<file path="config.mk">
export PLATFORM = sky130hd
export DESIGN_NAME = div_unit
export DESIGN_NICKNAME = d
export VERILOG_FILES = /design/src/rtl/div_unit.sv
export SDC_FILE = /design/constraint.sdc
export NUM_CORES = 1
export LEC_CHECK = 0
export ABC_CLOCK_PERIOD_IN_PS = 7400
export BUFFER_PORTS_ARGS = -buffer_cell sky130_fd_sc_hd__buf_2
export CAP_MARGIN = 15
export CORE_MARGIN = 2
export CORE_UTILIZATION = 60
export DETAILED_ROUTE_END_ITERATION = 6
export PLACE_DENSITY = 0.84
export SLEW_MARGIN = 20
export SYNTH_ARGS = -nofsm -noshare
export SYNTH_HDL_FRONTEND = slang
export SYNTH_SLANG_ARGS = --single-unit
</file>
<file path="constraint.sdc">
create_clock -name clk_i -period 7.4 [get_ports clk_i]
set_input_delay 2.22 -clock clk_i [delete_from_list [all_inputs] [get_ports clk_i]]
set_output_delay 2.22 -clock clk_i [all_outputs]
set_load 0.01 [all_outputs]
</file>
<file path="src/rtl/div_unit.sv">
// Multi-cycle radix-2 restoring divider for DIV/DIVU. The result is {hi = remainder, lo = quotient}.
// Define MIPS_DIV_ZERO_FAST_EN to finish a divide by zero in one cycle instead of running all WIDTH iterations.
module div_unit #(
  parameter int WIDTH = 32,
  parameter int CNT_W = 6
) (
  input  logic               clk_i,
  input  logic               rst_i,
  input  logic               start_i,
  input  logic               signed_div_i,
  input  logic               annul_i,
  input  logic [WIDTH-1:0]   opa_i,
  input  logic [WIDTH-1:0]   opb_i,
  output logic [2*WIDTH-1:0] result_o,
  output logic               ready_o,
  output logic               stall_o
);

  // state | meaning
  // IDLE  | waiting for start
  // BUSY  | one quotient bit per cycle, MSB first
  // DONE  | result valid, ready pulse
  typedef enum logic [1:0] {IDLE, BUSY, DONE} state_e;

  state_e             state_q;
  logic [CNT_W-1:0]   cnt_q;
  logic [WIDTH-1:0]   quo_q, rem_q, dvsr_q;
  logic               sgn_a_q, sgn_b_q, dz_q;
  logic [2*WIDTH-1:0] result_q;

  logic               start_ok, sgn_a_in, sgn_b_in, last_iter;
  logic [WIDTH-1:0]   abs_a, abs_b;
  logic [WIDTH:0]     trial;
  logic [WIDTH-1:0]   rem_d, quo_d, hi_d, lo_d;
  logic [2*WIDTH-1:0] result_d;

  always_comb begin
    start_ok  = start_i && !annul_i;
    sgn_a_in  = signed_div_i & opa_i[WIDTH-1];
    sgn_b_in  = signed_div_i & opb_i[WIDTH-1];
    abs_a     = sgn_a_in ? -opa_i : opa_i;
    abs_b     = sgn_b_in ? -opb_i : opb_i;
    last_iter = (cnt_q == CNT_W'(WIDTH - 1));
    // The dividend register doubles as the quotient: its MSB shifts out and the new quotient bit enters at the LSB.
    trial = {rem_q, quo_q[WIDTH-1]} - {1'b0, dvsr_q};
    if (!trial[WIDTH]) begin
      rem_d = trial[WIDTH-1:0];
      quo_d = {quo_q[WIDTH-2:0], 1'b1};
    end else begin
      rem_d = {rem_q[WIDTH-2:0], quo_q[WIDTH-1]};
      quo_d = {quo_q[WIDTH-2:0], 1'b0};
    end
    // With a zero divisor the remainder comes out as |opa|. Restoring the dividend's sign gives back the raw opa.
    hi_d     = sgn_a_q ? -rem_d : rem_d;
    lo_d     = dz_q ? {WIDTH{1'b1}} : ((sgn_a_q ^ sgn_b_q) ? -quo_d : quo_d);
    result_d = {hi_d, lo_d};
  end

  always_ff @(posedge clk_i) begin
    if (rst_i) begin
      state_q  <= IDLE;
      cnt_q    <= '0;
      quo_q    <= '0;
      rem_q    <= '0;
      dvsr_q   <= '0;
      sgn_a_q  <= 1'b0;
      sgn_b_q  <= 1'b0;
      dz_q     <= 1'b0;
      result_q <= '0;
    end else begin
      case (state_q)
        IDLE: begin
          if (start_ok) begin
            sgn_a_q <= sgn_a_in;
            sgn_b_q <= sgn_b_in;
            dz_q    <= (opb_i == '0);
            quo_q   <= abs_a;
            dvsr_q  <= abs_b;
            rem_q   <= '0;
            cnt_q   <= '0;
`ifdef MIPS_DIV_ZERO_FAST_EN
            if (opb_i == '0) begin
              state_q  <= DONE;
              result_q <= {opa_i, {WIDTH{1'b1}}};
            end else begin
              state_q <= BUSY;
            end
`else
            state_q <= BUSY;
`endif
          end
        end
        BUSY: begin
          if (annul_i) begin
            state_q <= IDLE;
          end else begin
            rem_q <= rem_d;
            quo_q <= quo_d;
            cnt_q <= cnt_q + CNT_W'(1);
            if (last_iter) begin
              state_q  <= DONE;
              result_q <= result_d;
            end
          end
        end
        DONE:    state_q <= IDLE;
        default: state_q <= IDLE;
      endcase
    end
  end

  assign result_o = result_q;
  assign ready_o  = (state_q == DONE) && !annul_i;
  assign stall_o  = ((state_q == IDLE) && start_ok) || (state_q == BUSY);

endmodule

</file>
==> summary.md, run 1 <==
| Metric | Value |
|---|---|
| Outcome | `completed` |
| Mapped Area | `0.01148 mm²` |
| Crit path from | `dvsr_q[17]` |
| Synthesized area per cell | `7.536 µm²` |
| Filler cell count | `1585` |
| CP cell instances | `inv_1 -> ha_1 -> a21oi_1 -> o21ai_0 -> a32o_1 -> or3_1 -> o211a_2 -> buf_4 -> inv_1 -> ha_1 -> nand3_1 -> nor4_1 -> a31oi_1 -> xor2_1 -> o22ai_1 -> nor2_1` |
| Post-route DRC | `0` |
| Largest net degree at the start of global routing | `107` |
| Gr ovfl total | `0` |
| Placed cell areas | `0.01216 mm²` |
| Final worst path period need | `5.599 ns` |
| Max incr delay on CP | `0.75 ns` |
| Number of port buffers | `134` |
| Critical path endpoint category | `register` |
| Longest Clk Path Bufs | `2` |
| Dpl cells | `1800` |
| HP Start | `result_o[42]` |
| Yosys warning total | `0` |
| Post-synth EDFFs | `0` |
| TritonCTS clock tree | `yes` |
| Worst R2R Start | `dvsr_q[17]` |
| Worst slew pin tran | `1.067 ns` |
| Clock Sinks | `171` |
| Top cells by area, synth | `dfxtp_1, a21oi_1, nor2_1` |
| Maximum Capacitance Violations | `0` |
| Pwr dens | `184.0 mW/mm²` |
| Vias | `11710` |
| Post-CTS Setup Bufs | `0` |
| Syn Inst Count | `1523` |
| Unrepaired setup endpoints after global routing | `false` |
| Final TNS setup | `0 ns` |
| Inserted Clock Buffers | `17` |
| Area delta synth->final | `10.93%` |
| Final instance area | `0.01273 mm²` |
| Initial core utilization | `0.6115` |
| Detailed-placement wirelength estimate | `24.30 mm` |
| Primary FF master, synth | `dfxtp_1` |
| FF+latch area | `0.003423 mm²` |
| Seq cells post-synth | `171` |
| # setup viols final | `0` |
| Clock transition at the registers of the reported paths | `0.07 ns` |
| Startpoint Class | `register` |
| Fmax | `0.1786 GHz` |
| Share of layout cells above drive strength 1 | `0.1289` |
| Final count of pins violating max slew | `0` |
| Initial drt markers | `1320` |
| Drt total wl | `33.26 mm` |
| DRT Pass-1 Iters | `6` |
| DIE HEIGHT | `142.3 µm` |
| Crit-path max FO | `64` |
| Critical path type | `reg -> reg` |
| H-tree level count | `4` |
| ANT cells | `0` |
| Post-synthesis sequential area ratio | `0.2983` |
| Final core occ | `0.6784` |
| Layout Nets | `1692` |
| Chip width | `142.3 µm` |
| Top post-synthesis cells by count | `nor2_1, dfxtp_1, nand2_1` |
| Setup Skew | `0.009988 ns` |
| CP max stage cell | `nor4_1` |
| Leakage | `5.044 nW` |
| Overall power | `2.343 mW` |
| Hold_buf cts | `0` |
| Share of the synthesized area in the top cell type | `0.2983` |
| Worst skew pair latency | `0.44 ns` |
| Io pins | `135` |
| Core ar. | `0.01877 mm²` |
| Vias in the first global route | `10380` |
| HP Class | `reg -> reg` |
| Area occupied by multi-input gates | `0.007486 mm²` |
| Initial antenna violation count | `0` |
| Global Route Usage Sum | `0.3244` |
| Post_cts resized | `0` |
| R2r setup slk | `1.80 ns` |
| Syn Nets | `1630` |
| Count leader, synth | `nor2_1` |
| Finished Layout Cells | `1832` |
| Die area | `0.02025 mm²` |
| Worst path arrival time | `5.88 ns` |
| Max VDD drop | `0.1394 mV` |
| Leading area contributor after synthesis | `dfxtp_1` |
| Root buffer cell | `clkbuf_16` |
| Post-synth cell types | `74` |
| Final Hold Violating Endpoints | `0` |
| Final ANT Viol Nets | `0` |
| Slew HR | `0.2888` |
| Gpl congestion | `0.9995` |
| Fraction of registers with async set or reset after synthesis | `0` |
| WL per Instance | `18.16 µm` |
| Via density per instance | `6.391` |
| Crit share post-route | `0.7566` |
| First-pass GRT wire length | `52.99 mm` |
| Row cnt | `50` |
| Worst endpoint required time | `7.68 ns` |
-- registers in the layout, summed over array words and instances, names as in the netlist --
name,cells
cnt_q,6
dvsr_q,32
dz_q,1
quo_q,32
rem_q,32
result_o,64
sgn_a_q,1
sgn_b_q,1
state_q,2
-- metal layers --
layer / GRT usage / vias to the layer above / share of wire
met5: 0 / - / 0
met2: 0.4989 / 553 / 0.44
li1: - / 5646 / -
met3: 0.06898 / 82 / 0.093
met4: 0.1110 / 0 / 0.029
met1: 0.4528 / 5427 / 0.44
-- metrics by stage --
stage	worst slack (ns)	hold slack, ns
2_1_floorplan	1.969	0.4400
3_3_place_gp	1.799	0.4311
3_5_place_dp	1.776	0.4454
4_1_cts	1.793	0.4585
5_1_grt	1.480	0.4684
6_report	1.801	0.4523
-- cells in the final DEF, fill, tap and decap left out, types with 15 or more instances in the layout --
master / instances
clkbuf_16: 17
nor4_1: 15
inv_1: 56
or3_1: 21
dfxtp_1: 171
xor2_1: 73
a22oi_1: 42
nand3_1: 18
o22ai_1: 18
o21ai_0: 75
nor3_1: 49
nor2_1: 181
ha_1: 37
xnor2_1: 55
mux2i_1: 22
a211oi_1: 48
nand2_1: 162
buf_2: 133
o31ai_1: 22
a21oi_1: 143
-- layout make-up --
class,instances,share of cell area
clock buffer,20,0.03508
clock inverter,12,0.01012
inverter,57,0.01680
multi-input combinational,1195,0.5880
sequential,171,0.2689
tap,234,0.02300
timing repair buffer,143,0.05818
-- power breakdown --
| group | internal (mW) | switching, mW | total [mW] |
|---|---|---|---|
| clock | 0.484 | 0.408 | 0.892 |
| combinational | 0.172 | 0.310 | 0.482 |
| sequential | 0.944 | 0.0250 | 0.969 |
| total | 1.60 | 0.743 | 2.34 |
-- worst max-delay path, delay by kind of cell, from the launching register on --
family,cells,cell delay [ns]
AOI/OAI and AO/OA,6,1.68
and+or+nand+nor,4,1.41
buffers and inverters,3,1.03
adders and majority gates,2,0.79
DFF,1,0.33
xor gates and xnor gates,1,0.18
-- final timing paths --
path,cells after the start,endpoint
max,16,result_o[26]
min,2,result_o[42]
max reg2reg,16,result_o[26]
min reg2reg,2,result_o[42]
-- logic make-up after synthesis --
group | after synthesis | share of synthesized area
XOR/XNOR | 128 | 0.09768
adder cells (fa/ha/maj) | 38 | 0.04208
AND/OR/NAND/NOR | 549 | 0.2270
buffers and inverters | 157 | 0.05145
AO/OA/AOI/OAI | 448 | 0.2546
flip-flops | 171 | 0.2983
multiplexers | 32 | 0.02900
No activity file was read; power rests on OpenSTA's default activity.
==> run 2, diff against run 1 <==
ABC_CLOCK_PERIOD_IN_PS = 4800   (was 7400)
CORE_UTILIZATION = 54   (was 60)
PLACE_DENSITY = 0.8   (was 0.84)
clock period = 4.8 ns   (was 7.4 ns; I/O delays follow)
==> summary.md, run 2 (synthesis results as in run 1) <==
| Metric | Value |
|---|---|
| Outcome | `completed` |
| Gpl congestion | `0.9429` |
| Worst R2R Start | `dvsr_q[26]` |
| Clock Sinks | `171` |
| Commonest non-fill, non-tap cells in the layout | `nor2_1, dfxtp_1, nand2_1` |
| Crit-path max FO | `6` |
| ANT cells | `0` |
| Cell internal pwr | `2.529 mW` |
| Gr ovfl total | `0` |
| Most common cell after layout, fill and taps aside | `nor2_1` |
| Post-CTS Setup Bufs | `0` |
| Final core occ | `0.6268` |
| Post-route DRC | `0` |
| Number of port buffers | `134` |
| Final TNS setup | `0 ns` |
| Drt total wl | `34.68 mm` |
| Reg2reg path depth | `20` |
| Global Route Usage Sum | `0.3062` |
| Switching share of power | `0.3071` |
| Root buffer cell | `clkbuf_16` |
| Initial core utilization | `0.5477` |
| WL per Instance | `18.16 µm` |
| Vias in the first global route | `10750` |
| Initial drt markers | `930` |
| Crit share post-route | `0.9481` |
| Largest net degree at the start of global routing | `97` |
| Unrepaired setup endpoints after global routing | `false` |
| TritonCTS clock tree | `yes` |
| Setup Skew | `0.01016 ns` |
| Crit path from | `dvsr_q[26]` |
| Hold_buf cts | `0` |
| Hold WS | `0.4511 ns` |
| Dpl cells | `1879` |
| Row cnt | `53` |
| Post_cts resized | `0` |
| Critical path type | `reg -> reg` |
| Clock transition at the registers of the reported paths | `0.06 ns` |
| Final worst path period need | `4.551 ns` |
| First-pass GRT wire length | `54.62 mm` |
| Overall power | `3.650 mW` |
| Area delta synth->final | `14.43%` |
| Via density per instance | `6.146` |
| Final Worst Setup Slack | `0.2491 ns` |
| Max FFs per register | `64` |
| Pre-CTS setup slack | `-0.02216 ns` |
| CP endpoint | `result_o[54]` |
| Flop pwr share | `0.409` |
| HP Class | `reg -> reg` |
| # setup viols final | `0` |
| Area occupied by multi-input gates | `0.007556 mm²` |
| Max VDD drop | `0.2027 mV` |
| H-tree level count | `4` |
| Slew HR | `0.4024` |
| Final ANT Viol Nets | `0` |
| Final instance area | `0.01313 mm²` |
| Critical path's top delay family | `compound AO/OA/AOI/OAI gates` |
| Chip width | `149.8 µm` |
| CP max stage cell | `o41ai_4` |
| Detailed-placement wirelength estimate | `26.35 mm` |
| Critical R2R Capture | `result_o[54]` |
| Worst endpoint required time | `5.14 ns` |
| Instance count on the critical path | `20` |
| Comb pwr share | `0.218` |
| Die area | `0.02244 mm²` |
| DIE HEIGHT | `149.8 µm` |
| WP buf/inv | `3` |
| Longest Clk Path Bufs | `2` |
| Inserted Clock Buffers | `17` |
| Leakage | `5.225 nW` |
| Maximum Capacitance Violations | `0` |
| Clock power frac | `0.373` |
| Startpoint Class | `register` |
| CP cell instances | `inv_1 -> ha_1 -> nand2_1 -> o21ai_1 -> a221o_1 -> or3_1 -> o211a_4 -> nor2_1 -> a21oi_1 -> inv_1 -> ha_1 -> nand2_1 -> or3_1 -> nor4_4 -> nand4_1 -> o41ai_4 -> buf_4 -> a21oi_1 -> xor2_1 -> a211oi_1` |
| Critical path endpoint category | `register` |
| Worst path arrival time | `4.89 ns` |
| Sw power | `1.121 mW` |
| Initial antenna violation count | `0` |
| Layout Nets | `1730` |
| Worst slew pin tran | `0.8963 ns` |
| R2r setup slk | `0.25 ns` |
| Filler cell count | `1896` |
| Pwr dens | `277.9 mW/mm²` |
| Final count of pins violating max slew | `0` |
| Finished Layout Cells | `1909` |
| Vias | `11730` |
| DRT Pass-1 Iters | `5` |
| Worst skew pair latency | `0.43 ns` |
| Placed cell areas | `0.01251 mm²` |
| Io pins | `135` |
| Core ar. | `0.02096 mm²` |
| Fmax | `0.2197 GHz` |
| FF+latch area | `0.003425 mm²` |
| Share of layout cells above drive strength 1 | `0.1548` |
| Final Hold Violating Endpoints | `0` |
| Max incr delay on CP | `0.45 ns` |
==> run 2: cell count changes in the layout (fill, tap and decap cells not counted), moves of 3 or more <==
cell,previous run,this run
a21oi_1,143,139
a21oi_2,1,5
buf_4,10,47
ha_1,37,34
ha_2,0,3
inv_8,3,0
==> run 2: area by class of cell <==
type	instances	area share
clock inverter	9	0.008764
sequential	171	0.2607
multi-input combinational	1195	0.5753
inverter	57	0.01629
tap	275	0.02620
clock buffer	21	0.03430
timing repair buffer	181	0.07840
==> run 2: how the worst min path moves through the flow <==
stage | end | startpoint | cells after the start
floorplan | dvsr_q[0] | dvsr_q[0] | 2
global placement | result_o[61] | result_o[61] | 2
detailed placement | result_o[61] | result_o[61] | 2
CTS | result_o[60] | result_o[60] | 2
global route | result_o[43] | result_o[43] | 2
finish | result_o[47] | result_o[47] | 2
==> run 2: power by group through the flow <==
stage / clock network [mW] / registers (mW) / logic, mW
floorplan: 0 / 1.51 / 0.541
global route: 1.43 / 1.50 / 0.872
detailed placement: 0 / 1.52 / 0.766
global placement: 0 / 1.52 / 0.756
CTS: 1.38 / 1.49 / 0.771
finish: 1.36 / 1.49 / 0.794
==> run 2: tightest hold or removal path, delay by kind of cell, from the launching register on <==
kind             cells  cell delay (ns)
flip-flops           1             0.31
AND/OR/NAND/NOR      1             0.05
AO/OA/AOI/OAI        1             0.05
==> run 2: layer usage <==
metal / vias up / GRT usage / wire length [µm]
li1: 5712 / - / -
met1: 5405 / 0.3878 / 14590
met2: 481 / 0.5028 / 16200
met3: 134 / 0.04665 / 1979
met4: 0 / 0.1632 / 1903
met5: - / 0 / 0
